===== src/rtl/decode_regfile_sb_if.sv =====
// Decode register file bus: read ports, writeback port and issue/scoreboard controls.
// The master modport drives selects and writebacks; the slave modport is the register file.
interface decode_regfile_sb_if #(
  parameter int WORD_W = 32,
  parameter int REG_W  = 5,
  parameter int NREAD  = 2
);
  logic [NREAD*REG_W-1:0]  rsel;
  logic [NREAD*WORD_W-1:0] rdat;
  logic [NREAD-1:0]        rbusy;
  logic                    hazard;
  logic                    wen;
  logic [REG_W-1:0]        wsel;
  logic [WORD_W-1:0]       wdat;
  logic                    issue_en;
  logic [REG_W-1:0]        issue_dst;
  logic                    stall;
  logic                    flush;
  logic                    issue_full;

  modport master (
    output rsel, wen, wsel, wdat,
    output issue_en, issue_dst, stall, flush,
    input  rdat, rbusy, hazard, issue_full
  );

  modport slave (
    input  rsel, wen, wsel, wdat,
    input  issue_en, issue_dst, stall, flush,
    output rdat, rbusy, hazard, issue_full
  );
endinterface


===== src/rtl/decode_regfile_sb.sv =====
// Decode register file with per-register pending-write scoreboard.
// Define DECODE_REGFILE_BYPASS_EN for same-cycle writeback-to-read bypass.
module decode_regfile_sb #(
  parameter int WORD_W = 32,
  parameter int REG_W  = 5,
  parameter int NREAD  = 2,
  parameter int CNT_W  = 2
) (
  input  logic               CLK,
  input  logic               nRST,
  decode_regfile_sb_if.slave bus
);
  localparam int NREGS = 2**REG_W;
  localparam logic [CNT_W-1:0] CMAX = '1;

  logic [WORD_W-1:0] regs    [NREGS];
  logic [CNT_W-1:0]  cnt     [NREGS];
  logic [CNT_W-1:0]  cnt_nxt [NREGS];
  logic              inc_ok;
  logic [REG_W-1:0]  s;
  logic [WORD_W-1:0] d;
  logic              sat;

  assign bus.issue_full = bus.issue_en
                        && (bus.issue_dst != '0)
                        && (cnt[bus.issue_dst] == CMAX);

  assign inc_ok = bus.issue_en && !bus.stall
               && !bus.flush && !bus.issue_full
               && (bus.issue_dst != '0);

  always_comb begin
    for (int r = 0; r < NREGS; r++) begin
      logic inc, dec;
      inc = inc_ok && (bus.issue_dst == REG_W'(r));
      dec = bus.wen && (bus.wsel == REG_W'(r))
         && (cnt[r] != '0);
      cnt_nxt[r] = cnt[r];
      if (bus.flush)
        cnt_nxt[r] = '0;
      else if (inc && !dec)
        cnt_nxt[r] = cnt[r] + 1'b1;
      else if (dec && !inc)
        cnt_nxt[r] = cnt[r] - 1'b1;
    end
  end

  // regs[0] is only ever cleared, so storage reads of r0 return 0
  always_ff @(posedge CLK or negedge nRST) begin
    if (!nRST) begin
      for (int r = 0; r < NREGS; r++) begin
        regs[r] <= '0;
        cnt[r]  <= '0;
      end
    end else begin
      if (bus.wen && bus.wsel != '0)
        regs[bus.wsel] <= bus.wdat;
      for (int r = 0; r < NREGS; r++)
        cnt[r] <= cnt_nxt[r];
    end
  end

  always_comb begin
    bus.rdat  = '0;
    bus.rbusy = '0;
    s   = '0;
    d   = '0;
    sat = 1'b0;
    for (int i = 0; i < NREAD; i++) begin
      s   = bus.rsel[i*REG_W +: REG_W];
      d   = regs[s];
      sat = 1'b0;
`ifdef DECODE_REGFILE_BYPASS_EN
      if (bus.wen && bus.wsel == s && s != '0) begin
        d   = bus.wdat;
        sat = (cnt[s] == CNT_W'(1));
      end
`endif
      bus.rdat[i*WORD_W +: WORD_W] = d;
      bus.rbusy[i] = (s != '0) && (cnt[s] != '0) && !sat;
    end
  end

  assign bus.hazard = |bus.rbusy;
endmodule


===== src/flat_wrapper.sv =====
// flat-port wrapper written by rule: the top's interface ports become plain ports
module decode_regfile_sb_flat 
#(
  parameter int WORD_W = 32,
  parameter int REG_W  = 5,
  parameter int NREAD  = 2,
  parameter int CNT_W  = 2
)
  (CLK, nRST, bus_rsel, bus_wen, bus_wsel, bus_wdat, bus_issue_en, bus_issue_dst, bus_stall, bus_flush, bus_rdat, bus_rbusy, bus_hazard, bus_issue_full);
  decode_regfile_sb_if #(.WORD_W(WORD_W), .REG_W(REG_W), .NREAD(NREAD)) bus_i ();
  input  logic CLK;
  input  logic nRST;
  input wire logic [$bits(bus_i.rsel)-1:0] bus_rsel;
  input wire logic [$bits(bus_i.wen)-1:0] bus_wen;
  input wire logic [$bits(bus_i.wsel)-1:0] bus_wsel;
  input wire logic [$bits(bus_i.wdat)-1:0] bus_wdat;
  input wire logic [$bits(bus_i.issue_en)-1:0] bus_issue_en;
  input wire logic [$bits(bus_i.issue_dst)-1:0] bus_issue_dst;
  input wire logic [$bits(bus_i.stall)-1:0] bus_stall;
  input wire logic [$bits(bus_i.flush)-1:0] bus_flush;
  output wire logic [$bits(bus_i.rdat)-1:0] bus_rdat;
  output wire logic [$bits(bus_i.rbusy)-1:0] bus_rbusy;
  output wire logic [$bits(bus_i.hazard)-1:0] bus_hazard;
  output wire logic [$bits(bus_i.issue_full)-1:0] bus_issue_full;
  assign bus_i.rsel = bus_rsel;
  assign bus_i.wen = bus_wen;
  assign bus_i.wsel = bus_wsel;
  assign bus_i.wdat = bus_wdat;
  assign bus_i.issue_en = bus_issue_en;
  assign bus_i.issue_dst = bus_issue_dst;
  assign bus_i.stall = bus_stall;
  assign bus_i.flush = bus_flush;
  assign bus_rdat = bus_i.rdat;
  assign bus_rbusy = bus_i.rbusy;
  assign bus_hazard = bus_i.hazard;
  assign bus_issue_full = bus_i.issue_full;
  decode_regfile_sb #(.WORD_W(WORD_W), .REG_W(REG_W), .NREAD(NREAD), .CNT_W(CNT_W)) u_core (.CLK(CLK), .nRST(nRST), .bus(bus_i));
endmodule

===== config.mk =====
export PLATFORM = sky130hd
export DESIGN_NAME = decode_regfile_sb_flat
export DESIGN_NICKNAME = d
export VERILOG_FILES = /design/src/rtl/decode_regfile_sb_if.sv /design/src/rtl/decode_regfile_sb.sv /design/src/flat_wrapper.sv
export SDC_FILE = /design/constraint.sdc
export NUM_CORES = 2
export LEC_CHECK = 0
export BUFFER_PORTS_ARGS = -buffer_cell sky130_fd_sc_hd__buf_2
export CAP_MARGIN = 20
export CORE_UTILIZATION = 39
export DETAILED_ROUTE_END_ITERATION = 8
export GPL_TIMING_DRIVEN = 0
export SKIP_LAST_GASP = 1
export SYNTH_ARGS = -nofsm -noshare
export SYNTH_HDL_FRONTEND = slang
export SYNTH_SLANG_ARGS = --single-unit

===== constraint.sdc =====
create_clock -name CLK -period 2.4 [get_ports CLK]
set_input_delay 0.24 -clock CLK [delete_from_list [all_inputs] [get_ports CLK]]
set_output_delay 0.24 -clock CLK [all_outputs]
set_load 0.02 [all_outputs]

---- Yosys cells after proc, flatten, opt, wreduce, memory -nomap -nowiden ----
Cells that the tools add are included.
W data, S select, Z words.
storage, ports and cells
  flip-flop bits (word level) ............. 1,088
  input port bits ......................... 58
operators by class
  add/subtract/negate cells ............... 64
  $lt $le $gt $ge ......................... 5
  eq/ne operators ......................... 63
  muxes and demuxes ....................... 114
  bitwise operators ....................... 4
  reductions and logical operators ........ 310
operators with widths
  kind                   number
  $bwmux W1024           1
  $bmux W32 S5           2
  $mux W2                102
  $logic_and A1 B1 Y1    170
  $demux W32 S5          1
  $eq A5 B5 Y1 const B   32
  $mux W32               5
  $reduce_bool A3 Y1     32
  $eq A5 B4 Y1 const B   16
  $reduce_bool A2 Y1     34
  $logic_not A1 Y1       67
  $add A2 B1 Y2 const B  32
  $sub A2 B1 Y2 const B  32
  $eq A5 B3 Y1 const B   8
  $bmux W2 S5            3
  $ge A6 B6 Y1 const B   4
  $not A5 Y6             4
  $eq A5 B2 Y1 const B   4
  $reduce_bool A5 Y1     4
  $eq A5 B1 Y1 const B   2
  $logic_not A5 Y1       2
  $lt A6 B1 Y1 const B   1
  $eq A2 B2 Y1 const B   1
  $reduce_or A2 Y1       1

---- Longest topological paths before layout ----
  depth in word-level cells ............... 15
  depth in mapped cells ................... 9
  depth with buffers taken out ............ 6

---- Least setup slack after synthesis ----
No wires, ideal clock.
  path kind ............................... input to output
  start point ............................. input port bus_rsel[0]
  end point ............................... output port bus_hazard
  data arrival time ....................... 2,391 ps
  slack ................................... -231 ps
  stages .................................. 8
  path buffers ............................ 3
  cell sequence ........................... clkbuf_1 -> buf_2 -> buf_2 -> mux4_2 -> mux2i_1 -> mux2i_1 -> mux2i_1 -> or2_1
between the ends
  word-level cells in the longest chain between the ends .. 7
RTL lines
  what                                         line                     RTL
  start: declaration                           flat_wrapper.sv:13       input wire logic [$bits(bus_i.rsel)-1:0] bus_rsel;
  $not A5 Y6 (implied by the code)             decode_regfile_sb.sv:80  bus.rbusy[i] = (s != '0) && (cnt[s] != '0) && !sat;
  $bmux W2 S5                                  decode_regfile_sb.sv:80
  $mux W2 (implied by the code) (2 in series)  decode_regfile_sb.sv:80
  $reduce_bool A2 Y1                           decode_regfile_sb.sv:80
  $logic_and A1 B1 Y1 (*)                      decode_regfile_sb.sv:80
  via bus_rbusy[0]                             flat_wrapper.sv:22       output wire logic [$bits(bus_i.rbusy)-1:0] bus_rbusy;
  $reduce_or A2 Y1 (*)                         decode_regfile_sb.sv:84  assign bus.hazard = |bus.rbusy;
  end: declaration                             flat_wrapper.sv:23       output wire logic [$bits(bus_i.hazard)-1:0] bus_hazard;
The timed path passes the listed nets; every way through them passes the cells marked *. The select of a mux whose other input is x is not followed.

---- Worst setup path in the final report ----
  start point ............................. register u_core.regs[898] (netlist bit)
  end point ............................... output port bus_rdat[34]
between the ends
  word-level cells in the longest chain between the ends .. 3
RTL lines
  what                                          line                     RTL
  start: declaration                            decode_regfile_sb.sv:16  logic [WORD_W-1:0] regs [NREGS];
  start signal: indexed assignment              decode_regfile_sb.sv:57  regs[bus.wsel] <= bus.wdat;
  $bmux W32 S5                                  decode_regfile_sb.sv:71  d = regs[s];
  $mux W32 (implied by the code) (2 in series)  decode_regfile_sb.sv:71
  end: declaration                              flat_wrapper.sv:21       output wire logic [$bits(bus_i.rdat)-1:0] bus_rdat;
No other way between the ends. The select of a mux whose other input is x is not followed.

==> out/results.tsv <==
metric	value	unit
instances_no_fill	6679	
layout-drive-gt1-share	47.69	%
post-route-drc-count	0	
syn_area	58890	µm²
routed_wl	207700	µm
violations	negative setup slack	
cts_max_level	3	
dpl_cell_area	63100	µm²
power_density	801.4	nW/µm²
clock_skew	39.48	ps
antenna_found_initial	3	
r2r_slack	-170	ps
maxCapViolCount	0	
start_util	39.32	%
slew_headroom	13.91	%
synth-main-ff-cell	dfrtp_1	
r2r_end	u_core.cnt[8]$_DFFE_PN0P_	
synth-edff-count	0	
synthArstFlopShare	100.0	%
fmax	337.2	MHz
worst_pin_slew	1291	ps
final_hold_viol_count	0	
highest_layer	met5	
yosys_warnings	0	
mappedNetlistNets	4232	
dp_hpwl	146800	µm
gp_congestion	0.9060	
setup_viol	107	
slew_viol_final	0	
crit_chain	mux4_2 > mux4_2 > mux2_4 > buf_6	
die_w	390.6	µm
drtIter0Drc	4463	
via_per_inst	6.108	
hold_ws	25.35	ps
path_clk_slew	60	ps
crit_arrival	2730	ps
syn_inst	4173	
layout_min_cycle_time	2966	ps
layout.nets	4618	
stdcell_area	69590	µm²
fin_ws	-565.9	ps
path_class	register to output pin	
ys_seq_elements	1088	
cts_tree	yes	
worstSkewPairLatency	760	ps
grt.total_usage	27.49	%
area_growth_syn_to_layout	18.16	%
max-clock-path-buffers	3	
wl_per_cell	31.10	µm
die_h	390.6	µm
ant_nets	0	
cp_max_fo	3	
core	149800	µm²
hp-class	input pin to async pin	
grt_pass1_wl	300200	µm
crit_slowest_cell	mux4_2	
met3_length	18750	µm
vias	40790	
timing.rr.start	u_core.cnt[22]$_DFFE_PN0P_	
ff2ff_path_depth	10	
ir_worst_vdd	0.6580	mV
cts_made_buffers	119	
timing.final.crit_share	123.6	%
fillCellCount	13160	
dp.cells	6357	
postSynthAreaPerCell	14.11	µm²
dpl_worst_slack	-1840	ps
cp_common_cell	mux4_2	
p_leak	30.10	nW
ys_types	59	
ys_seq_area_share	46.23	%
wl_met1	83510	µm
rows	142	
rsz0062_at_grt	yes	
cts-root-buf	clkbuf_16	
setup.worst_path.end_class	output pin	
ios	126	
overflow	0	
grt_pass1_vias	41180	
critPathLaunchType	register	
cts_sinks	1088	
cp.required	2160	ps
io_buffers	116	
outcome	complete, but fails checks	
grt_max_degree	163	
wl_met2	96250	µm
drt_pass1_iterations	6	
max_stage_delay	550	ps
die_area	152600	µm²
-- registers in the layout, indices dropped and copies added (netlist names) --
register and count:
u_core.regs 1024, u_core.cnt 64
-- report_power, final --
group          switching, mW  internal, mW  leakage [nW]
clock network           8.06          11.3          2.04
registers               2.34          21.6          14.0
logic                   5.23          7.24          14.0
total                   15.6          40.1          30.1
-- synth_stat cells (all sizes together) (24+ instances only) --
| cell type | instances | area share (%) |
|---|---|---|
| dfrtp | 1088 | 46 |
| mux4 | 667 | 26 |
| nor3 | 25 | 0.21 |
| nor2 | 81 | 0.52 |
| buf | 116 | 0.90 |
| a21oi | 68 | 0.61 |
| clkbuf | 325 | 2.1 |
| nand2 | 726 | 4.7 |
| a211oi | 24 | 0.36 |
| mux2 | 836 | 16 |
| o21ai | 30 | 0.25 |
-- routing by layer --
metal	vias to the layer above	GRT usage, %
li1	16400	-
met1	22010	36.58
met2	1925	42.71
met3	453	7.299
met4	2	11.15
met5	-	0
-- critical path: cells and delay by family, from the launching register on --
kind     cells  cell delay [ps]
buf+inv      1              150
flops        1              390
mux          3             1430
-- through the flow --
step / setup TNS (ps) / total power [mW] / util, %
2_1_floorplan: -1050 / 31.78 / -
3_3_place_gp: - / 35.24 / 41.49
3_5_place_dp: -553320 / 35.73 / 42.13
4_1_cts: -34610 / 55.78 / 46.08
5_1_grt: -37210 / 57.78 / 46.46
6_report: -34790 / 55.77 / 46.46
-- how the worst max path moves through the flow --
stage	from	to
after floorplan	bus_rsel[5]	bus_rdat[32]
after global placement	nRST	u_core.regs[528]$_DFFE_PN0P_
after detailed placement	bus_rsel[6]	bus_rdat[34]
after CTS	u_core.regs[898]$_DFFE_PN0P_	bus_rdat[34]
after global routing	u_core.cnt[18]$_DFFE_PN0P_	bus_hazard
final	u_core.regs[898]$_DFFE_PN0P_	bus_rdat[34]
-- cell usage in the layout, fill, tap and decap left out, types with 17 or more instances in the layout --
| master | netlist | routed |
|---|---|---|
| dfrtp_1 | 1088 | 1062 |
| mux2_2 | 832 | 776 |
| nand2_1 | 722 | 721 |
| mux4_2 | 665 | 667 |
| clkbuf_1 | 325 | 255 |
| clkbuf_16 | 0 | 121 |
| buf_6 | 4 | 99 |
| buf_4 | 0 | 75 |
| buf_2 | 52 | 71 |
| clkbuf_8 | 0 | 60 |
| mux2_4 | 0 | 59 |
| nor2_1 | 81 | 57 |
| a21oi_1 | 63 | 56 |
| clkbuf_2 | 0 | 47 |
| buf_1 | 60 | 41 |
| buf_8 | 0 | 40 |
| dlygate4sd3_1 | 0 | 38 |
| dfrtp_2 | 0 | 26 |
| o21ai_0 | 24 | 23 |
| nor2_2 | 0 | 22 |
| clkinv_2 | 0 | 22 |
| clkbuf_4 | 0 | 21 |
| nor2b_1 | 20 | 20 |
| nor3b_1 | 20 | 17 |
-- cell type report --
type / count / area, µm² / share of cell area [%]
Antenna cell: 2 / 5.005 / 0.007192
Clock buffer: 185 / 3659 / 5.257
Sequential cell: 1088 / 27260 / 39.17
Timing Repair Buffer: 268 / 2831 / 4.069
Inverter: 4 / 15.01 / 0.02158
Clock inverter: 38 / 457.9 / 0.6581
Buffer: 438 / 2410 / 3.463
Tap cell: 2016 / 2522 / 3.625
Multi-Input combinational cell: 2640 / 30430 / 43.73
-- kinds of logic after synthesis --
kind of cell | share of synthesized area, %
mux | 41.69
flops | 46.23
simple gates | 6.722
buf+inv | 2.998
compound gates | 2.042
xor+xnor | 0.2974
fa+ha+maj | 0.02124
-- repair_timing --
item	CTS	global route
gates cloned	0	2
pin swaps	15	23
setup endpoints to repair	207	224
setup buffers	36	21
gates resized for setup	380	124
hold buffers	38	0
endpoints found under the hold margin	235	0
No activity file was read; power rests on OpenSTA's default activity.
